==> config.mk <==
export PLATFORM = sky130hd
export DESIGN_NAME = mult_sched
export DESIGN_NICKNAME = d
export VERILOG_FILES = /design/src/rtl/mult_sched.sv
export SDC_FILE = /design/constraint.sdc
export NUM_CORES = 1
export LEC_CHECK = 0
export CAP_MARGIN = 5
export CORE_UTILIZATION = 42
export CTS_CLUSTER_DIAMETER = 200
export DETAILED_ROUTE_END_ITERATION = 7
export PLACE_DENSITY_LB_ADDON = 0.3
export SLEW_MARGIN = 30
export SYNTH_ARGS = -nofsm -noshare
export SYNTH_HDL_FRONTEND = slang
export SYNTH_SLANG_ARGS = --single-unit
==> constraint.sdc <==
create_clock -name clk -period 4.3 [get_ports clk]
set_input_delay 0.86 -clock clk [delete_from_list [all_inputs] [get_ports clk]]
set_output_delay 0.86 -clock clk [all_outputs]
set_load 0.005 [all_outputs]
==> src/rtl/mult_sched.sv <==
// mult_sched: round-robin arbiter and sequencer for a shared
// repeated-addition multiplier datapath (A reg, P reg, B down-counter).
module mult_sched #(
    parameter int NREQ = 4,
    parameter int W    = 16,
    parameter int IDW  = $clog2(NREQ)
) (
    input  logic              clk,
    input  logic              rst_n,
    input  logic [NREQ-1:0]   req_valid,
    input  logic [NREQ*W-1:0] req_a,
    input  logic [NREQ*W-1:0] req_b,
    output logic [NREQ-1:0]   req_ready,
    output logic              rsp_valid,
    input  logic              rsp_ready,
    output logic [W-1:0]      rsp_data,
    output logic [IDW-1:0]    rsp_id,
    output logic              busy,
    output logic [W-1:0]      dp_din,
    output logic              dp_lda,
    output logic              dp_ldb,
    output logic              dp_ldp,
    output logic              dp_clrp,
    output logic              dp_decb,
    input  logic              dp_eqz,
    input  logic [W-1:0]      dp_prod
);

    typedef enum logic [2:0] {
        S_IDLE,
        S_LDA,
        S_LDB,
        S_ITER,
        S_RESP
    } state_e;

    state_e         state_q, state_d;
    logic [IDW-1:0] ptr_q, ptr_d;
    logic [IDW-1:0] rsp_id_q, rsp_id_d;
    logic [W-1:0]   big_q, big_d;
    logic [W-1:0]   small_q, small_d;
    logic [W-1:0]   rsp_data_q, rsp_data_d;

    logic           gnt_found;
    logic [IDW-1:0] gnt_idx;
    logic [W-1:0]   a_sel, b_sel;

    // Round-robin search: first valid requester at or after ptr wins.
    always_comb begin
        int j;
        gnt_found = 1'b0;
        gnt_idx   = '0;
        j         = 0;
        for (int k = 0; k < NREQ; k++) begin
            j = (int'(ptr_q) + k) % NREQ;
            if (!gnt_found && req_valid[IDW'(j)]) begin
                gnt_found = 1'b1;
                gnt_idx   = IDW'(j);
            end
        end
    end

    assign a_sel = req_a[int'(gnt_idx)*W +: W];
    assign b_sel = req_b[int'(gnt_idx)*W +: W];

    // One-hot accept, only offered while idle and out of reset.
    always_comb begin
        req_ready = '0;
        if (rst_n && state_q == S_IDLE && gnt_found) begin
            req_ready[gnt_idx] = 1'b1;
        end
    end

    // Next-state, register updates and Mealy datapath strobes.
    always_comb begin
        state_d    = state_q;
        ptr_d      = ptr_q;
        big_d      = big_q;
        small_d    = small_q;
        rsp_data_d = rsp_data_q;
        rsp_id_d   = rsp_id_q;
        dp_din     = '0;
        dp_lda     = 1'b0;
        dp_ldb     = 1'b0;
        dp_ldp     = 1'b0;
        dp_clrp    = 1'b0;
        dp_decb    = 1'b0;
        rsp_valid  = 1'b0;
        unique case (state_q)
            S_IDLE: begin
                if (gnt_found) begin
                    // Smaller operand goes to the counter: fewer iterations.
                    big_d    = (a_sel >= b_sel) ? a_sel : b_sel;
                    small_d  = (a_sel >= b_sel) ? b_sel : a_sel;
                    rsp_id_d = gnt_idx;
                    ptr_d    = (gnt_idx == IDW'(NREQ - 1)) ? '0
                             : gnt_idx + IDW'(1);
                    state_d  = S_LDA;
                end
            end
            S_LDA: begin
                dp_din  = big_q;
                dp_lda  = 1'b1;
                state_d = S_LDB;
            end
            S_LDB: begin
                dp_din  = small_q;
                dp_ldb  = 1'b1;
                dp_clrp = 1'b1;
                state_d = S_ITER;
            end
            S_ITER: begin
                if (!dp_eqz) begin
                    dp_ldp  = 1'b1;
                    dp_decb = 1'b1;
                end else begin
                    rsp_data_d = dp_prod;
                    state_d    = S_RESP;
                end
            end
            S_RESP: begin
                rsp_valid = 1'b1;
                if (rsp_ready) begin
                    state_d = S_IDLE;
                end
            end
            default: state_d = S_IDLE;
        endcase
    end

    // State and holding registers; reset abandons any in-flight work.
    always_ff @(posedge clk or negedge rst_n) begin
        if (!rst_n) begin
            state_q    <= S_IDLE;
            ptr_q      <= '0;
            big_q      <= '0;
            small_q    <= '0;
            rsp_data_q <= '0;
            rsp_id_q   <= '0;
        end else begin
            state_q    <= state_d;
            ptr_q      <= ptr_d;
            big_q      <= big_d;
            small_q    <= small_d;
            rsp_data_q <= rsp_data_d;
            rsp_id_q   <= rsp_id_d;
        end
    end

    assign busy     = (state_q != S_IDLE);
    assign rsp_data = rsp_data_q;
    assign rsp_id   = rsp_id_q;

endmodule
==> results by group <==
Pwr
  • Leakage: around 3 nW
  • Worst vdd ir: slightly below 0.3 mV
  • Pwr dens: 625 nW/µm²

CTS
  • Clk buf depth: 2
  • CTS tree: built
  • Clock transition at the registers of the reported paths: 0.08 ns
  • # hold bufs at CTS: 0
  • Insertion delay to the later sink of the worst-skew pair: around 0.3 ns
  • Max H-tree Level: 2
  • Post-CTS Resized: 0
  • Num Clock Sinks: 55
  • Clock root buffer master: clkbuf_8
  • Postcts setup bufs: 0
  • CTS Buf Count: 5

Detailed routing
  • Drt first pass iters: 4
  • Initial drt markers: between 200 and 250
  • DR vias/cell: between 5 and 6
  • Post-route ant nets: 0
  • Post-DR wirelength/cell: 15.0 µm
  • Final wirelength: 11.8 mm
  • Vias: 4128
  • DRC viols: 0

Synth
  • #FFs+latches synth: 55
  • Mean post-synth cell area: ~9.5 µm²
  • Synth top area share: 0.325
  • FFs w/ async S/R, synth: 1.00
  • Post-synth cell types: 40
  • Post-synthesis sequential area ratio: 0.325
  • Post-Syn Instances: 446
  • Synth Cell Area: roughly 4200 µm²
  • Post-synth EDFFs: 0
  • Ranking of synthesized cells by area: dfrtp_1 32%, mux2i_1 23%, ha_1 5.9%, a31oi_1 4.7%, mux2_2 4.2%
  • Top_reg_cell synth: dfrtp_1
  • Yosys top cell by area: dfrtp_1
  • Yosys Warn Count: 0
  • Syn_nets: approximately 620

Setup path
  • Cell Chain, Critical Path: clkdlybuf4s50_1, mux2_4, o221ai_4, buf_12, mux2i_1, mux2i_1, ha_1, o211ai_1, a21oi_1, o41a_1, o21a_1, buf_12, o21ai_0, a31oi_1
  • CP Launch Type: input pin
  • CP Max Fanout: 33
  • Slowest library cell on the worst path: clkdlybuf4s50_1
  • CP peak stage delay: ~0.47 ns
  • Crit. End Element: register
  • Crit path arrival time: approximately 4.2 ns
  • Worst Path Class, Setup: in2reg
  • Critical path required time: between 4 and 5 ns

Die
  • Die span in y: 102 µm
  • Site Rows: 36
  • Core area: between 9000 and 10000 µm²
  • Die width: 102 µm
  • Starting Density: 0.434
  • Num ports: a little under 200
  • Die area: around 11000 µm²

Timing
  • Final setup viols: 0
  • RSZ-0062 raised after global routing: false
  • Peak Freq: about 0.25 GHz
  • Final hold vios: 0
  • Least-Margin Pin Slew: 0.822 ns
  • Crit path time final: between 4 and 5 ns
  • Worst Skew: 0.0103 ns
  • Fin worst setup slack: between 0.2 and 0.25 ns
  • Fin crit share: 0.947
  • Slew Limit Headroom: 0.449
  • Final Max Tran Viols: 0

Layout
  • Layout cells sized above 1: 0.110
  • Layout Cells excl Fill: a little under 800
  • Area growth syn-to-layout: 56.4%
  • Diodes inserted: 0
  • Final nets: slightly above 800
  • Most frequent cells in the layout: 195 x clkdlybuf4s50_1, 96 x mux2i_1, 55 x dfrtp_1
  • Commonest non-fill, non-tap cell in the layout: clkdlybuf4s50_1
  • Final instance area: between 6000 and 7000 µm²

Placed design
  • Final weighted congestion of routability-driven global placement: roughly 0.84
  • I/O Buffers: a little under 200
  • Pre-CTS WS: -0.0464 ns
  • Dpl cells: slightly below 800
  • DP Area: between 6000 and 7000 µm²
  • DPL Wire Length: between 9 and 10 mm

Outcome
  • Status: finished clean

Global routing
  • Vias in the first global route: around 4100
  • Global-route wire length before repair: 18.8 mm
  • Initial antenna violation count: 0
  • Grt total ovfl: 0
  • Largest net degree at the start of global routing: approximately 70
  • GRT Total Usage: 0.228

Worst hold path
  • Min-delay worst type: reg2reg

Job
  • Maxcap violations: 0
per-layer routing:
| layer | share of wire | global-route usage | vias up |
|---|---|---|---|
| met1 | 0.41 | 0.273 | 1900 |
| met5 | 0 | 0 | - |
| li1 | - | - | 2048 |
| met2 | 0.50 | 0.425 | 168 |
| met4 | 0.017 | 0.0604 | 0 |
| met3 | 0.068 | 0.0315 | 12 |
Yosys cell counts (2+ instances only):
master	number
buf_4	3
a22o_1	17
nand4_1	2
a31oi_1	32
buf_2	6
buf_1	2
nand3_1	32
ha_1	20
o22a_1	2
clkbuf_1	20
buf_6	3
inv_1	23
a21oi_1	10
mux2_2	16
a21o_1	4
dfrtp_1	55
mux2_1	2
nand2_1	4
o21a_1	2
o21ai_1	26
buf_12	3
mux2i_1	96
nor2_1	36
nand2b_1	2
o21ai_0	9
and3_1	5
worst max-delay path: cells and delay by family:
family | cells | cell delay [ns]
multiplexers | 3 | 0.69
AO/OA/AOI/OAI | 7 | 1.41
buffers and inverters | 3 | 0.90
adder cells (fa/ha/maj) | 1 | 0.34
final cells by class:
cell class | instances | area (µm²)
Fill cell | 761 | 3140
Multi-Input combinational cell | 331 | 2570
Timing Repair Buffer | 237 | 2340
Sequential cell | 55 | 1380
Tap cell | 133 | 166
Clock buffer | 7 | 86.3
Inverter | 23 | 86.3
Clock inverter | 1 | 8.76
final timing paths:
path / end / slack, ns / start / cells past startpoint
worst min register to register: rsp_id[1] / 0.49 / rsp_id[1] / 1
worst min-delay path: rsp_id[1] / 0.49 / rsp_id[1] / 1
min in group asynchronous: small_q[13] / 0.72 / rst_n / 2
worst max-delay path: big_q[15] / 0.23 / req_valid[1] / 14
worst max register to register: big_q[15] / 0.78 / ptr_q[1] / 13
max in group asynchronous: rsp_data[3] / 3.15 / rst_n / 2
cells by family after synthesis:
| kind of cell | count (synthesis) | share of synthesized area |
|---|---|---|
| compound gates | 108 | 0.166 |
| mux | 115 | 0.278 |
| buf+inv | 60 | 0.0744 |
| flops | 55 | 0.325 |
| simple gates | 88 | 0.0983 |
| fa+ha+maj | 20 | 0.0590 |
sequential cells by signal, summed over array words and instances, names as in the netlist:
register and flops:
big_q 16, state_q 3, rsp_data 16, small_q 16
rsp_id 2, ptr_q 2
power by group:
| part | switching (mW) | total [mW] | internal [mW] | leakage [nW] |
|---|---|---|---|---|
| sequential | 0.151 | 0.936 | 0.785 | 0.628 |
| clock | 0.159 | 0.291 | 0.132 | 0.0484 |
| combinational | 1.36 | 2.92 | 1.56 | 2.32 |
| total | 1.67 | 4.15 | 2.48 | 2.99 |
stage by stage:
stage / setup TNS [ns] / power [mW] / utilization / hold WS, ns
3_3_place_gp: 0 / 3.76 / 0.669 / 0.468
3_5_place_dp: -0.196 / 3.88 / 0.669 / 0.477
4_1_cts: 0 / 4.17 / 0.679 / 0.498
6_report: 0 / 4.15 / 0.679 / 0.490
5_1_grt: 0 / 4.52 / 0.679 / 0.535
2_1_floorplan: 0 / 2.68 / - / 0.476
No activity file was read; power rests on OpenSTA's default activity.
